**config.mk**
```make
export PLATFORM = sky130hd
export DESIGN_NAME = traffic_phase_scheduler_flat
export DESIGN_NICKNAME = d
export VERILOG_FILES = /design/src/rtl/traffic_pkg.sv /design/src/rtl/traffic_phase_scheduler_if.sv /design/src/rtl/phase_timer.sv /design/src/rtl/traffic_phase_scheduler.sv /design/src/flat_wrapper.sv
export SDC_FILE = /design/constraint.sdc
export NUM_CORES = 1
export LEC_CHECK = 0
export CAP_MARGIN = 25
export CORE_MARGIN = 4
export CORE_UTILIZATION = 53
export CTS_BUF_LIST = sky130_fd_sc_hd__clkbuf_8
export DETAILED_ROUTE_END_ITERATION = 10
export HOLD_SLACK_MARGIN = 0.02
export PLACE_DENSITY = 0.86
export REMOVE_ABC_BUFFERS = 1
export SETUP_SLACK_MARGIN = 0.2
export SLEW_MARGIN = 15
export SYNTH_ARGS = -nofsm -noshare
export SYNTH_HDL_FRONTEND = slang
export SYNTH_SLANG_ARGS = --single-unit
export TNS_END_PERCENT = 50
```
**constraint.sdc**
```tcl
create_clock -name CLK -period 7.6 [get_ports CLK]
set_clock_uncertainty 0.15 [all_clocks]
set_input_delay 1.9 -clock CLK [delete_from_list [all_inputs] [get_ports CLK]]
set_output_delay 1.9 -clock CLK [all_outputs]
set_load 0.03 [all_outputs]
```
**src/rtl/traffic_pkg.sv**
```systemverilog
// Shared definitions for the intersection phase scheduler.
//   state_e      : scheduler state codes (0-6, also exported on STATE)
//   DIR_NS/DIR_EW: approach direction encoding (matches EMERG_DIR)
//   DEF_*        : default timing constants shared with the existing controller
//   green_of     : green state belonging to a direction
package traffic_pkg;

  typedef enum logic [2:0] {
    NS_GRN   = 3'd0,
    NS_YEL   = 3'd1,
    NS_CLR   = 3'd2,
    EW_GRN   = 3'd3,
    EW_YEL   = 3'd4,
    EW_CLR   = 3'd5,
    PED_WALK = 3'd6
  } state_e;

  localparam logic DIR_NS = 1'b0;
  localparam logic DIR_EW = 1'b1;

  localparam int unsigned DEF_MIN_GREEN = 5;
  localparam int unsigned DEF_MAX_GREEN = 20;
  localparam int unsigned DEF_YELLOW_T  = 3;
  localparam int unsigned DEF_ALL_RED_T = 1;
  localparam int unsigned DEF_WALK_T    = 6;
  localparam int unsigned DEF_TW        = 5;

  function automatic state_e green_of(input logic dir);
    return (dir == DIR_NS) ? NS_GRN : EW_GRN;
  endfunction

endpackage

```
**src/rtl/traffic_phase_scheduler_if.sv**
```systemverilog
// Signal bundle between the scheduler and its environment.
//   Sensor/request side : NS_CAR, EW_CAR, PED_REQ, EMERG_REQ, EMERG_DIR
//   Lamp/debug side     : NS_/EW_ RED/YELLOW/GREEN, WALK, timer, STATE
//   master : environment (drives sensors, observes lamps)
//   slave  : scheduler   (observes sensors, drives lamps)
interface traffic_phase_scheduler_if
  import traffic_pkg::*;
#(
  parameter int unsigned TW = DEF_TW
) ();

  logic          NS_CAR;
  logic          EW_CAR;
  logic          PED_REQ;
  logic          EMERG_REQ;
  logic          EMERG_DIR;

  logic          NS_RED;
  logic          NS_YELLOW;
  logic          NS_GREEN;
  logic          EW_RED;
  logic          EW_YELLOW;
  logic          EW_GREEN;
  logic          WALK;
  logic [TW-1:0] timer;
  logic [2:0]    STATE;

  modport master (
    output NS_CAR, EW_CAR, PED_REQ, EMERG_REQ, EMERG_DIR,
    input  NS_RED, NS_YELLOW, NS_GREEN, EW_RED, EW_YELLOW, EW_GREEN,
    input  WALK, timer, STATE
  );

  modport slave (
    input  NS_CAR, EW_CAR, PED_REQ, EMERG_REQ, EMERG_DIR,
    output NS_RED, NS_YELLOW, NS_GREEN, EW_RED, EW_YELLOW, EW_GREEN,
    output WALK, timer, STATE
  );

endinterface

```
**src/rtl/phase_timer.sv**
```systemverilog
// Cycles-in-state counter: TW-bit up-counter that saturates at all-ones.
//   clk_i   : clock, rising edge
//   rst_ni  : asynchronous active-low reset (count -> 0)
//   clr_i   : synchronous clear, takes priority over counting
//   count_o : current count
module phase_timer #(
  parameter int unsigned TW = 5
) (
  input  logic          clk_i,
  input  logic          rst_ni,
  input  logic          clr_i,
  output logic [TW-1:0] count_o
);

  logic [TW-1:0] count_q;
  logic [TW-1:0] count_d;

  always_comb begin
    count_d = count_q;
    if (clr_i) begin
      count_d = '0;
    end else if (count_q != '1) begin
      count_d = count_q + TW'(1);
    end
  end

  always_ff @(posedge clk_i or negedge rst_ni) begin
    if (!rst_ni) begin
      count_q <= '0;
    end else begin
      count_q <= count_d;
    end
  end

  assign count_o = count_q;

endmodule

```
**src/rtl/traffic_phase_scheduler.sv**
```systemverilog
// Actuated phase scheduler for a 4-way intersection: demand-driven green with
// min/max limits, yellow and all-red clearance, pedestrian walk and emergency
// preempt.
//   CLK     : system clock, rising edge
//   RESET_N : asynchronous active-low reset (state NS_CLR, calls cleared)
//   bus     : sensors/requests in, lamps/WALK/timer/STATE out (slave modport)
module traffic_phase_scheduler
  import traffic_pkg::*;
#(
  parameter int unsigned MIN_GREEN = DEF_MIN_GREEN,
  parameter int unsigned MAX_GREEN = DEF_MAX_GREEN,
  parameter int unsigned YELLOW_T  = DEF_YELLOW_T,
  parameter int unsigned ALL_RED_T = DEF_ALL_RED_T,
  parameter int unsigned WALK_T    = DEF_WALK_T,
  parameter int unsigned TW        = DEF_TW
) (
  input logic                      CLK,
  input logic                      RESET_N,
  traffic_phase_scheduler_if.slave bus
);

  localparam logic [TW-1:0] MIN_LIM = TW'(MIN_GREEN - 1);
  localparam logic [TW-1:0] MAX_LIM = TW'(MAX_GREEN - 1);
  localparam logic [TW-1:0] YEL_LIM = TW'(YELLOW_T - 1);
  localparam logic [TW-1:0] CLR_LIM = TW'(ALL_RED_T - 1);
  localparam logic [TW-1:0] WLK_LIM = TW'(WALK_T - 1);

  state_e        state_q, state_d;
  logic          ns_call_q, ns_call_d;
  logic          ew_call_q, ew_call_d;
  logic          ped_q, ped_d;
  logic          last_dir_q, last_dir_d;
  logic [TW-1:0] timer;
  logic          state_chg;
  logic          emerg_ns;
  logic          emerg_ew;

  // EMERG_DIR only matters while a preempt is active
  assign emerg_ns  = bus.EMERG_REQ && (bus.EMERG_DIR == DIR_NS);
  assign emerg_ew  = bus.EMERG_REQ && (bus.EMERG_DIR == DIR_EW);
  assign state_chg = (state_d != state_q);

  phase_timer #(
    .TW(TW)
  ) u_timer (
    .clk_i   (CLK),
    .rst_ni  (RESET_N),
    .clr_i   (state_chg),
    .count_o (timer)
  );

  always_comb begin
    state_d = state_q;
    unique case (state_q)
      NS_GRN: begin
        if (emerg_ns) begin
          state_d = NS_GRN;
        end else if (emerg_ew) begin
          state_d = NS_YEL;
        end else if ((ew_call_q || ped_q) && (timer >= MIN_LIM) &&
                     (!bus.NS_CAR || (timer >= MAX_LIM))) begin
          state_d = NS_YEL;
        end
      end
      EW_GRN: begin
        if (emerg_ew) begin
          state_d = EW_GRN;
        end else if (emerg_ns) begin
          state_d = EW_YEL;
        end else if ((ns_call_q || ped_q) && (timer >= MIN_LIM) &&
                     (!bus.EW_CAR || (timer >= MAX_LIM))) begin
          state_d = EW_YEL;
        end
      end
      NS_YEL: if (timer == YEL_LIM) state_d = NS_CLR;
      EW_YEL: if (timer == YEL_LIM) state_d = EW_CLR;
      NS_CLR, EW_CLR: begin
        if (timer == CLR_LIM) begin
          if (bus.EMERG_REQ) begin
            state_d = green_of(bus.EMERG_DIR);
          end else if (ped_q) begin
            state_d = PED_WALK;
          end else begin
            state_d = (state_q == NS_CLR) ? EW_GRN : NS_GRN;
          end
        end
      end
      PED_WALK: begin
        if (timer == WLK_LIM) begin
          state_d = bus.EMERG_REQ ? green_of(bus.EMERG_DIR) : green_of(~last_dir_q);
        end
      end
      default: state_d = NS_CLR;
    endcase
  end

  // A new request in the same cycle as the clearing entry keeps the call set.
  always_comb begin
    ns_call_d  = (bus.NS_CAR && (state_q != NS_GRN)) ||
                 (ns_call_q && !(state_chg && (state_d == NS_GRN)));
    ew_call_d  = (bus.EW_CAR && (state_q != EW_GRN)) ||
                 (ew_call_q && !(state_chg && (state_d == EW_GRN)));
    ped_d      = bus.PED_REQ || (ped_q && !(state_chg && (state_d == PED_WALK)));
    last_dir_d = last_dir_q;
    if (state_chg && (state_d == PED_WALK)) begin
      last_dir_d = (state_q == EW_CLR) ? DIR_EW : DIR_NS;
    end
  end

  always_ff @(posedge CLK or negedge RESET_N) begin
    if (!RESET_N) begin
      state_q    <= NS_CLR;
      ns_call_q  <= 1'b0;
      ew_call_q  <= 1'b0;
      ped_q      <= 1'b0;
      last_dir_q <= DIR_NS;
    end else begin
      state_q    <= state_d;
      ns_call_q  <= ns_call_d;
      ew_call_q  <= ew_call_d;
      ped_q      <= ped_d;
      last_dir_q <= last_dir_d;
    end
  end

  always_comb begin
    bus.NS_RED    = 1'b1;
    bus.NS_YELLOW = 1'b0;
    bus.NS_GREEN  = 1'b0;
    bus.EW_RED    = 1'b1;
    bus.EW_YELLOW = 1'b0;
    bus.EW_GREEN  = 1'b0;
    bus.WALK      = 1'b0;
    unique case (state_q)
      NS_GRN:   begin bus.NS_RED = 1'b0; bus.NS_GREEN  = 1'b1; end
      NS_YEL:   begin bus.NS_RED = 1'b0; bus.NS_YELLOW = 1'b1; end
      EW_GRN:   begin bus.EW_RED = 1'b0; bus.EW_GREEN  = 1'b1; end
      EW_YEL:   begin bus.EW_RED = 1'b0; bus.EW_YELLOW = 1'b1; end
      PED_WALK: bus.WALK = 1'b1;
      default:  ;
    endcase
  end

  assign bus.timer = timer;
  assign bus.STATE = state_q;

endmodule

```
**src/flat_wrapper.sv**
```systemverilog
// flat-port wrapper written by rule: the top's interface ports become plain ports
module traffic_phase_scheduler_flat import traffic_pkg::*;
#(
  parameter int unsigned MIN_GREEN = DEF_MIN_GREEN,
  parameter int unsigned MAX_GREEN = DEF_MAX_GREEN,
  parameter int unsigned YELLOW_T  = DEF_YELLOW_T,
  parameter int unsigned ALL_RED_T = DEF_ALL_RED_T,
  parameter int unsigned WALK_T    = DEF_WALK_T,
  parameter int unsigned TW        = DEF_TW
)
  (CLK, RESET_N, bus_NS_CAR, bus_EW_CAR, bus_PED_REQ, bus_EMERG_REQ, bus_EMERG_DIR, bus_NS_RED, bus_NS_YELLOW, bus_NS_GREEN, bus_EW_RED, bus_EW_YELLOW, bus_EW_GREEN, bus_WALK, bus_timer, bus_STATE);
  traffic_phase_scheduler_if #(.TW(TW)) bus_i ();
  input logic CLK;
  input logic RESET_N;
  input wire logic [$bits(bus_i.NS_CAR)-1:0] bus_NS_CAR;
  input wire logic [$bits(bus_i.EW_CAR)-1:0] bus_EW_CAR;
  input wire logic [$bits(bus_i.PED_REQ)-1:0] bus_PED_REQ;
  input wire logic [$bits(bus_i.EMERG_REQ)-1:0] bus_EMERG_REQ;
  input wire logic [$bits(bus_i.EMERG_DIR)-1:0] bus_EMERG_DIR;
  output wire logic [$bits(bus_i.NS_RED)-1:0] bus_NS_RED;
  output wire logic [$bits(bus_i.NS_YELLOW)-1:0] bus_NS_YELLOW;
  output wire logic [$bits(bus_i.NS_GREEN)-1:0] bus_NS_GREEN;
  output wire logic [$bits(bus_i.EW_RED)-1:0] bus_EW_RED;
  output wire logic [$bits(bus_i.EW_YELLOW)-1:0] bus_EW_YELLOW;
  output wire logic [$bits(bus_i.EW_GREEN)-1:0] bus_EW_GREEN;
  output wire logic [$bits(bus_i.WALK)-1:0] bus_WALK;
  output wire logic [$bits(bus_i.timer)-1:0] bus_timer;
  output wire logic [$bits(bus_i.STATE)-1:0] bus_STATE;
  assign bus_i.NS_CAR = bus_NS_CAR;
  assign bus_i.EW_CAR = bus_EW_CAR;
  assign bus_i.PED_REQ = bus_PED_REQ;
  assign bus_i.EMERG_REQ = bus_EMERG_REQ;
  assign bus_i.EMERG_DIR = bus_EMERG_DIR;
  assign bus_NS_RED = bus_i.NS_RED;
  assign bus_NS_YELLOW = bus_i.NS_YELLOW;
  assign bus_NS_GREEN = bus_i.NS_GREEN;
  assign bus_EW_RED = bus_i.EW_RED;
  assign bus_EW_YELLOW = bus_i.EW_YELLOW;
  assign bus_EW_GREEN = bus_i.EW_GREEN;
  assign bus_WALK = bus_i.WALK;
  assign bus_timer = bus_i.timer;
  assign bus_STATE = bus_i.STATE;
  traffic_phase_scheduler #(.MIN_GREEN(MIN_GREEN), .MAX_GREEN(MAX_GREEN), .YELLOW_T(YELLOW_T), .ALL_RED_T(ALL_RED_T), .WALK_T(WALK_T), .TW(TW)) u_core (.CLK(CLK), .RESET_N(RESET_N), .bus(bus_i));
endmodule
```
==> results, run 1 <==
- The flow ran to the end, and the final reports show no timing, DRC or antenna violations.
- The post-synthesis cell count is 118.
- The count of final max-slew check failures is 0.
- The number of input and output port buffers inserted is 21.
- The final routed wirelength across all metal layers is 2.956 mm.
- The signal on the critical path passes through inv_1 > nor3_2 > clkdlybuf4s50_1.
- The critical path arrival is 2200 ps.
- Summing the areas of all compound-gate instances in the mapped netlist gives 25.56% of the synthesized area.
- The aggregate global routing overflow is 0.
- Across the VDD grid, the largest voltage drop is 258.9 uV.
- The critical path contains buffers and inverters numbering 2 combined.
- In this run the tightest slew margin relative to its limit is 47.37%.
- The final setup violation count is 0.
- The total design power is 0.5624 mW.
- After detailed routing, the number of remaining DRC violations is 0.
- The core outline area is 0.001802 mm^2.
- Clock tree synthesis inserted a total of 3 buffers.
- The met2 layer wire length in the routed design is 1.413 mm.
- The capture point of the worst reg-to-reg path is u_core.u_timer.count_o[1].
- The via count of the first global-routing pass was 996.
- Clock-pin slew was measured on the worst setup and hold paths at 50 ps.
- The largest stage delay on the critical path is 750 ps.
- By area, the combinational part of the netlist is dominated by simple AND/OR/NAND/NOR gates.
- Setup repair after global routing left no endpoint under its margin.
- Buffers inserted to repair hold after CTS numbered 0.
- Post-CTS timing repair inserted 0 buffers for setup.
- The post-route netlist has 10.95% of its cells at a drive strength greater than 1.
- The buffer levels on the longest clock path is 2.
- For this design the static power due to leakage is 0.5130 nW.
- Dividing the detail-routed via count by the number of cells gives 6.605.
- The met3 layer wire length in the routed design is 234 um.
- The register-to-register setup slack is 4640 ps.
- Measured along the x axis, the die boundary spans 52.67 um.
- The worst-skew pair later-pin latency is 240 ps.
- The worst hold path begins at u_core.ns_call_q.
- The sequential area share after synthesis is 28.52%.
- The synthesized flop and latch total is 12.
- The count of pins on the block boundary is 22.
- The post-route met1 wirelength is 1.213 mm.
- The TritonCTS clock tree is yes.
- Summing every instance area after synthesis gives 0.001057 mm^2.
- The congestion estimate from routability-driven global placement came to 0.9583.
- Summing the areas of all xor and xnor instances in the mapped netlist gives 2.485% of the synthesized area.
- Across the run, the number of max-cap violations was 0.
- The maximum fanout count along the critical path is 15.
- After clock tree synthesis, the repair step resized 0 gates.
- In the post-synthesis netlist, the biggest area contributors are sky130_fd_sc_hd__dfrtp_1 26%, sky130_fd_sc_hd__ha_1 5.9%, sky130_fd_sc_hd__nand2b_1 3.0%.
- The iteration count of the initial detailed-routing pass is 4.
- In the synthesized netlist the async set-or-reset flop fraction comes to 100.0%.
- The worst register-to-register path begins at u_core.u_timer.count_o[1].
- The initial cell density of the core is 58.68%.
- The CTS sink count is 12.
- The data required time at the worst endpoint is 5550 ps.
- The number of endpoints with negative hold slack in the final report is 0.
- The kind of end point of the critical path is an output pin.
- The number of vias in the routed layout is 1070.
- The first global-routing pass estimated 4.830 mm of wire.
- The worst hold path belongs to the class register to register.
- The mean instance size in the synthesized netlist is 8.960 um^2.
- In the final routed layout, each cell accounts on average for 18.25 um.
- Summed over all failing endpoints, the final setup total negative slack is 0 ps.
- The cell family with the largest share of critical-path delay is buffers and inverters.
- The most used flip-flop cell after synthesis is sky130_fd_sc_hd__dfrtp_1.
- The slowest stage cell on the critical path is sky130_fd_sc_hd__clkdlybuf4s50_1.
- The number of cells on the worst reg-to-reg path is 8.
- The antenna diode instance count is 0.
- The worst hold path stage count is 1.
- The floorplan step set the die height to 52.67 um.
- Summing the areas of all and, or, nand and nor instances in the mapped netlist gives 28.05% of the synthesized area.
- The post-synthesis cell type count is 54.
- The detailed router finished its first iteration with 29 violations.
- The die covers 0.002774 mm^2.
- Summed over its instances, the top area cell type makes up 26.04% of the synthesized netlist area.
- By startpoint and endpoint, the worst setup path is classified as register to output pin.
- The initial antenna violation count is 0.
- Across every metal layer, demand over resource in global routing totals 23.87%.
- Yosys mapped a number of flops with a built-in enable equal to 0.
- The area added between synthesis and finish is 23.31%.
- The count of H-tree levels built during CTS is 1.
- The final HPWL from detailed placement is 2.103 mm.
- The cell taking the most area after synthesis is sky130_fd_sc_hd__dfrtp_1.
- The largest net degree at the start of global routing is 19.
- In this run the power density over the cells is 431.4 mW/mm^2.
- The post-synthesis share of cell area spent on full adders, half adders and majority gates is 5.917%.
- The worst setup path is launched from a register.
- The maximum clock frequency is 235.3 MHz.
- The number of warning messages in the yosys log is 0.
- The slew of the pin with the lowest slew margin is 778.5 ps.
- The detail route stage leaves a number of antenna-violating nets equal to 0.
- The endpoint with the worst hold slack is u_core.ns_call_q.
- The shortest clock period the worst path allows after layout is 4250 ps.
- The cell sitting at the root of the clock tree is a sky130_fd_sc_hd__clkbuf_8.
- The number of nets in the layout is 150.
- Dividing the final minimum period by the clock period gives 55.92%.
- The site row count is 15.
- Routed signal wires occupy layers up through met4.
- The fraction of synthesized area in multiplexers is 2.840%.
[power breakdown]
group | total (mW) | switching (mW) | internal (mW) | leakage, nW
Sequential | 0.137 | 0.0505 | 0.0867 | 0.145
Clock | 0.0589 | 0.0233 | 0.0356 | 0.0269
Combinational | 0.366 | 0.213 | 0.153 | 0.341
[metal layers]
layer / vias up / track usage [%]
li1: 485 / -
met1: 507 / 30.46
met2: 59 / 38.22
met3: 19 / 4.558
met4: 0 / 11.49
met5: - / 0
[synth_stat cells (2+ instances only)]
library cell / count
sky130_fd_sc_hd__nand4_1: 3
sky130_fd_sc_hd__nor3b_1: 2
sky130_fd_sc_hd__o311ai_0: 2
sky130_fd_sc_hd__xor2_1: 2
sky130_fd_sc_hd__a211oi_1: 2
sky130_fd_sc_hd__ha_1: 5
sky130_fd_sc_hd__buf_4: 2
sky130_fd_sc_hd__o31ai_1: 2
sky130_fd_sc_hd__a32oi_1: 2
sky130_fd_sc_hd__buf_2: 2
sky130_fd_sc_hd__nor2_1: 7
sky130_fd_sc_hd__nor3_1: 6
sky130_fd_sc_hd__nand2_1: 6
sky130_fd_sc_hd__mux2i_1: 3
sky130_fd_sc_hd__dfrtp_1: 11
sky130_fd_sc_hd__nor4b_1: 2
sky130_fd_sc_hd__inv_1: 8
sky130_fd_sc_hd__nand2b_1: 5
sky130_fd_sc_hd__nor2b_1: 3
sky130_fd_sc_hd__and2_1: 2
sky130_fd_sc_hd__o21ai_0: 3
sky130_fd_sc_hd__a21oi_1: 5
sky130_fd_sc_hd__or2_2: 2
[worst max path at each step]
stage	from	to	slack (ps)	cells past startpoint
floorplan	u_core.bus.STATE[0]	bus_EW_RED	3770	3
detailed placement	bus_EMERG_REQ	u_core.u_timer.count_o[4]	3380	7
CTS	u_core.bus.STATE[1]	bus_EW_GREEN	3360	3
finish	u_core.bus.STATE[0]	bus_EW_GREEN	3350	3
global placement	bus_EW_CAR	u_core.last_dir_q	3470	7
global route	u_core.bus.STATE[0]	bus_EW_GREEN	3190	3
[cells by family after synthesis]
family	after synthesis
mux	3
fa+ha+maj	5
buf+inv	14
compound gates	33
simple gates	48
flops	12
xor+xnor	3
[state kept, by name (all words and copies together) (netlist names)]
signal	count
u_core.ped_q	1
u_core.last_dir_q	1
u_core.bus.STATE	3
u_core.u_timer.count_o	5
u_core.ew_call_q	1
u_core.ns_call_q	1
[placed cells by master (no fill, tap or decap), types with 5 or more instances in the layout]
cell,n
sky130_fd_sc_hd__dfrtp_1,11
sky130_fd_sc_hd__nor3_1,6
sky130_fd_sc_hd__nor2_1,7
sky130_fd_sc_hd__nand2_1,6
sky130_fd_sc_hd__ha_1,5
sky130_fd_sc_hd__a21oi_1,5
sky130_fd_sc_hd__clkdlybuf4s50_1,21
sky130_fd_sc_hd__inv_1,9
sky130_fd_sc_hd__nand2b_1,5
[worst register-to-register path: cells and delay by family (launching register included)]
family / cells / cell delay, ps
compound gates: 4 / 1100
simple gates: 2 / 910
flops: 1 / 460
fa+ha+maj: 1 / 130
buf+inv: 1 / 110
[metrics by stage]
stage,setup WS [ps],hold WS [ps],utilization [%],cells,cell area [um^2]
2_1_floorplan,3773,310.9,-,112,1017
3_3_place_gp,3472,327.2,69.86,158,1259
3_5_place_dp,3376,342.5,69.86,158,1259
4_1_cts,3364,357.7,72.36,162,1304
5_1_grt,3187,380.4,72.36,162,1304
6_report,3350,352.1,72.36,162,1304
[cell type report]
class / count / area (um^2)
clock buffer: 3 / 41.29
clock inverter: 1 / 3.754
fill: 153 / 498.0
inverter: 8 / 30.03
multi-input combinational: 92 / 685.7
sequential: 12 / 301.5
tap: 25 / 31.28
timing repair buffer: 21 / 210.2
Power figures use the tool's default switching activity.
==> inputs of run 2 (changes only) <==
CORE_UTILIZATION = 47   (was 53)
PLACE_DENSITY = 0.81   (was 0.86)
clock period = 3.8 ns   (was 7.6 ns; I/O delays follow)
==> run 2 against run 1 <==
Compared with the run above:
- die area grew 11%
- total power grew 110%
- first-iteration DRC count grew 45%
- global-route usage shrank 3.9 points
- clock-buffer cell count grew 1
- critical path depth is the same
- sequential share of layout area shrank 0.48 points
- sequential power grew 88%
- design area grew 2.1%
- sequential cell count is the same
- combinational power grew 110%
- register-to-register slack lost 3800 ps
==> results, run 2 (synthesis results as in run 1) <==
- The flow ran to the end, and the final reports show no timing, DRC or antenna violations.
- The number of input and output port buffers inserted is 21.
- The number of routed nets with antenna violations is 0.
- The final setup violation count is 0.
- At the placement stage, the worst setup path has a slack of 504.3 ps.
- Detailed placement finished with a half-perimeter wire length of 2.151 mm.
- The library cells used most frequently in the layout, excluding fill and tap cells, are 21 x sky130_fd_sc_hd__clkdlybuf4s50_1, 11 x sky130_fd_sc_hd__dfrtp_1, 8 x sky130_fd_sc_hd__inv_1, 7 x sky130_fd_sc_hd__nor2_1.
- CTS built an H-tree with a depth of 1.
- Total power for the finished layout comes to 1.164 mW.
- The post-route fraction of the period consumed by the critical path is 87.51%.
- Data arrives at the worst endpoint at 2230 ps.
- Of all nets on the critical path, the largest fanout is 18.
- The net count of the finished layout is 152.
- The clock passes through at most 2 buffers.
- The number of violations of the max-capacitance limit is 0.
- The via density per instance is 6.199.
- STA classifies the critical path startpoint as a register.
- In this run the static leakage power is 0.5248 nW.
- The average wire per standard cell is 17.59 um.
- The via count of the first global-routing pass came to 998.
- The post-CTS setup repair buffer count is 0.
- For this design, the CTS-stage hold fixing added 0 buffers.
- The overall track demand over capacity in global routing is 20.01%.
- The die footprint is 0.003072 mm^2.
- The number of endpoints with negative hold slack in the final report is 0.
- The finished layout holds 166 standard cells, fillers aside.
- The largest stage delay on the critical path is 760 ps.
- The number of buffers added by the clock tree synthesis step is 3.
- At the pin with the least slew margin, the transition time is 671.8 ps.
- The wire length of the first global-routing pass is 4.885 mm.
- The shortest clock period the worst path allows after layout is 3326 ps.
- The most common library cell in the layout ignoring fill and taps is sky130_fd_sc_hd__clkdlybuf4s50_1.
- The congestion estimate from routability-driven global placement came to 0.9331.
- Setup repair after global routing left no endpoint under its margin.
- STA classifies the critical path endpoint as an output pin.
- After detailed routing, the number of remaining DRC violations is 0.
- Adding up every negative setup slack in the final design gives 0 ps.
- The repair_antennas step left the layout with diodes totalling 0.
- The worst voltage drop across the vdd grid is 720.4 uV.
- The flip-flop count of the largest register after layout is 5.
- The floorplan die height is 55.43 um.
- The initial antenna violation count came to 0.
- After detailed routing, the total wire length is 2.920 mm.
- The CTS sink count is 12.
- The number of vias in the routed layout is 1029.
- Static timing analysis puts the maximum clock frequency at 300.7 MHz.
- The fraction of final layout cells with drive strength greater than 1 is 12.95%.
- For this block, the initial DRC count from the detailed router was 42.
- The number of buffers and inverters on the critical path is 2.
- TritonCTS built the clock tree.
- The power per standard cell area is 874.7 mW/mm^2.
- The cell at the root of the clock tree is sky130_fd_sc_hd__clkbuf_8.
- The iteration count of the initial detailed-routing pass is 4.
- The die boundary width is 55.43 um.
- The worst-skew pair later-pin latency is 240 ps.
- The post-cts resize count is 0.
- The initial utilization of the core area, before any placement, comes to 51.78%.
- The worst slew margin relative to its limit is 54.60%.
- The site row count is 16.
- The minimum hold slack is 362.0 ps.
- The count of final max-slew check failures is 0.
- Clock-pin slew was measured on the worst setup and hold paths at 50 ps.
- After layout, the worst setup slack is 474.5 ps.
- The critical path goes through inv_1 > nor3_2 > clkdlybuf4s50_1.
- The slowest stage cell on the critical path is sky130_fd_sc_hd__clkdlybuf4s50_1.
- The data required time at the worst endpoint is 2700 ps.
- For this run the aggregate overflow at the end of global routing stands at 0.
- Including well taps, the total number of placed cells is 162.
- The largest net degree at the start of global routing is 19.
- The count of pins on the block boundary is 22.
- From synthesis to final layout, the design area changed by 25.92%.
- The path class of the tightest hold or removal check is register to register.
- The core outline area is 0.002042 mm^2.
- The kind of critical path is register to output pin.
- Among cell families on the critical path, the largest total delay comes from buffers and inverters.
run 2: changes by cell type in the layout (fill, tap and decap cells not counted), sizes merged:
cell,previous run,this run
buf,0,2
clkbuf,3,4
inv,9,8
run 2: final timing paths:
path / depth (start not counted) / end / start / slack [ps]
max in group asynchronous: 1 / u_core.bus.STATE[1] / RESET_N / 2210
worst max-delay path: 3 / bus_EW_GREEN / u_core.bus.STATE[1] / 470
worst min-delay path: 1 / u_core.ns_call_q / u_core.ns_call_q / 360
worst min register to register: 1 / u_core.ns_call_q / u_core.ns_call_q / 360
worst max register to register: 8 / u_core.u_timer.count_o[2] / u_core.u_timer.count_o[1] / 830
min in group asynchronous: 1 / u_core.u_timer.count_o[2] / RESET_N / 910
run 2: layout make-up:
class	count	area [um^2]
clock buffer	4	55.05
tap	27	33.78
fill	184	710.7
sequential	12	301.5
timing repair buffer	23	225.2
multi-input combinational	92	685.7
inverter	8	30.03
run 2: layer usage:
metal	part of all wire, %	GRT usage, %
met2	50	32.26
met3	5.4	3.263
met5	0	0
met4	2.4	10.42
met1	43	25.43
run 2: worst reg2reg max path: cells and delay by family (launching register included):
| family | cells | cell delay [ps] |
|---|---|---|
| AO/OA/AOI/OAI | 4 | 1140 |
| AND/OR/NAND/NOR | 2 | 890 |
| flip-flops | 1 | 440 |
| adder cells (fa/ha/maj) | 1 | 130 |
| buffers and inverters | 1 | 110 |
run 2: report_power, final:
part           internal [mW]  switching (mW)
registers              0.174          0.0828
clock network         0.0916          0.0481
logic                  0.322           0.446
total                  0.588           0.577
run 2: stage by stage:
step | utilization [%] | instance area [um^2]
floorplan | - | 1017
global placement | 62.50 | 1276
detailed placement | 62.50 | 1276
CTS | 65.20 | 1331
global route | 65.20 | 1331
finish | 65.20 | 1331
==> inputs of run 3 (changes only) <==
REMOVE_ABC_BUFFERS = unset   (was 1)
==> run 3 against run 2 <==
Compared with the run above:
- combinational power down 3.9%
- design area fell by 0.56%
- critical path depth stayed put
- maximum frequency increased by 0.39%
- via count increased by 2.4%
- largest cell class unchanged
- wire length fell by 1.9%
- sequential power increased by 6%
==> results, run 3 (synthesis results as in run 1) <==
- The repair_antennas step left the layout with diodes totalling 0.
- The number of routed nets with antenna violations is 0.
- Counting cells, the worst reg-to-reg path comes to 7.
- After routing, the total negative slack on setup checks comes to 0 ps.
- At the pin with the least slew margin, the transition time is 789.9 ps.
- Net switching is 49.73% of the power.
- The detailed router put a total of 1.211 mm of wire on met1.
- After detailed routing, the number of remaining DRC violations is 0.
- Entering global routing, the biggest net connects 19 pins.
- The cell-internal power is 0.5803 mW.
- The number of vias in the routed layout is 1054.
- The power spent charging and discharging nets is 0.5740 mW.
- The endpoint of the worst setup timing path is bus_EW_GREEN.
- Data arrives at the worst endpoint at 2210 ps.
- The kind of end point of the critical path is an output pin.
- The worst-skew pair later-pin latency is 240 ps.
- Once detailed placement completed, the half-perimeter wirelength came to 2.072 mm.
- The number of endpoints with negative hold slack in the final report came to 0.
- Clock-pin slew was measured on the worst setup and hold paths at 50 ps.
- The initial antenna violation count is 0.
- The critical register-to-register path startpoint is u_core.u_timer.count_o[0].
- In this run the tightest slew margin relative to its limit is 45.98%.
- The register with the most flip-flops in the layout has 5 of them.
- The top cell types in the final layout, fill and taps aside, are 21 x sky130_fd_sc_hd__clkdlybuf4s50_1, 11 x sky130_fd_sc_hd__dfrtp_1, 8 x sky130_fd_sc_hd__inv_1, 7 x sky130_fd_sc_hd__nor2_1.
- Counting every net in the synthesized netlist gives 130.
- The count of final max-slew check failures is 0.
- In this run the power density over the cells is 871.9 mW/mm^2.
- Relative to the synthesized area, the layout overhead comes to 25.21%.
- The number of clock buffers added by TritonCTS is 3.
- The core outline area is 0.002042 mm^2.
- The final setup violation count is 0.
- The worst register-to-register path has a setup slack of 860 ps.
- The worst voltage drop across the vdd grid is 475.9 uV.
- The maximum fanout count along the critical path is 18.
- For this block, the routed nets add up to 2.864 mm of wire.
- TritonCTS built the clock tree.
- After detailed routing, the met3 layer carries 200 um of wire.
- The overall track demand over capacity in global routing is 18.92%.
- The via count of the first global-routing pass is 1001.
- For this run, the post-layout net count is 151.
- The root buffer cell chosen for the clock tree is sky130_fd_sc_hd__clkbuf_8.
- The average wire per standard cell is 17.36 um.
- The kind of critical path is register to output pin.
- The endpoint identified for the worst register-to-register timing path is u_core.last_dir_q.
- The met2 layer wire length in the routed design is 1.401 mm.
- The data required time at the worst endpoint is 2700 ps.
- The sequential share of power is 23.6%.
- Routability-driven placement finished with a final weighted congestion of 0.9668.
- The CTS sink count is 12.
- Derived from the worst setup path, the maximum achievable clock frequency is 301.9 MHz.
- The most common library cell in the layout ignoring fill and taps is sky130_fd_sc_hd__clkdlybuf4s50_1.
- Setup repair after global routing left no endpoint under its margin.
- The total design power is 1.154 mW.
- The final core area utilization is 64.83%.
- The site row count is 16.
- The via density per instance is 6.388.
- The clock passes through at most 2 buffers.
- The fraction of final layout cells with drive strength greater than 1 is 12.32%.
- The min-delay analysis places its worst path in the category register to register.
- The post-CTS setup repair buffer count is 0.
- Post-CTS repair changed the size of 0 cells.
- The floorplan die height is 55.43 um.
- The iteration count of the initial detailed-routing pass is 4.
- The initial cell density of the core is 51.78%.
- The top metal layer carrying routed signals is met4.
- In this run the count of I/O pins placed on the die edge is 22.
- The detailed router finished its first iteration with 24 violations.
- For this design the static power due to leakage is 0.5199 nW.
- The beginning of the critical path is u_core.bus.STATE[1].
- The flow ran to the end, and the final reports show no timing, DRC or antenna violations.
- The wire length of the first global-routing pass is 4.726 mm.
- The layout has 176 filler cells.
- The die boundary width is 55.43 um.
- The element type at the critical path start is a register.
- After clock tree synthesis, the flow added hold-fix buffers numbering 0.
- Max-cap violations in this run came to 0.
- The post-route fraction of the period consumed by the critical path is 87.17%.
- Summed over all layers, the global routing overflow is 0.
- The share of power burned in the clock network is 12.4%.
- Combinational logic is responsible for 64.0% of the overall power.
- The shortest clock period the worst path allows after layout is 3313 ps.
- The number of input and output port buffers inserted is 21.
- The die footprint is 0.003072 mm^2.
- The count of H-tree levels built during CTS is 1.
run 3: cell types whose count changed in the layout (fill, tap and decap cells not counted):
cell                    delta
sky130_fd_sc_hd__buf_4     -1
run 3: worst min path at each step:
stage,depth (start not counted),to,start
final,1,u_core.ns_call_q,u_core.ns_call_q
after global routing,1,u_core.ns_call_q,u_core.ns_call_q
after CTS,1,u_core.ns_call_q,u_core.ns_call_q
after detailed placement,1,u_core.ns_call_q,u_core.ns_call_q
after global placement,1,u_core.ns_call_q,u_core.ns_call_q
after floorplan,1,u_core.ns_call_q,u_core.ns_call_q
run 3: final cells by class:
cell class / instances / area (um^2) / share of cell area (%)
Sequential cell: 12 / 301.5 / 22.78
Inverter: 8 / 30.03 / 2.268
Tap cell: 27 / 33.78 / 2.552
Timing Repair Buffer: 22 / 217.7 / 16.45
Clock buffer: 4 / 55.05 / 4.159
Multi-Input combinational cell: 92 / 685.7 / 51.80
run 3: metal layers:
metal	vias to the layer above	GRT usage, %
li1	490	-
met1	499	24.64
met2	58	29.90
met3	7	4.429
met4	0	7.639
met5	-	0
run 3: power by group through the flow:
stage	registers, mW	logic [mW]	clock network [mW]
5_1_grt	0.283	0.789	0.152
4_1_cts	0.270	0.733	0.142
2_1_floorplan	0.267	0.498	0
3_5_place_dp	0.272	0.727	0
3_3_place_gp	0.269	0.708	0
6_report	0.272	0.738	0.143
run 3: per-stage QoR:
| stage | hold WS (ps) | cells | instance area [um^2] | setup WS (ps) |
|---|---|---|---|---|
| after CTS | 357.0 | 165 | 1324 | 486.6 |
| after floorplan | 310.9 | 118 | 1057 | 1025 |
| final | 360.8 | 165 | 1324 | 487.4 |
| after global routing | 369.9 | 165 | 1324 | 391.4 |
| after global placement | 330.3 | 161 | 1269 | 591.1 |
| after detailed placement | 345.2 | 161 | 1269 | 567.2 |
run 3: critical path, cell delays in order, from the launching register on:
cell	delay, ps
sky130_fd_sc_hd__dfstp_2	710
sky130_fd_sc_hd__inv_1	160
sky130_fd_sc_hd__nor3_2	350
sky130_fd_sc_hd__clkdlybuf4s50_1	750
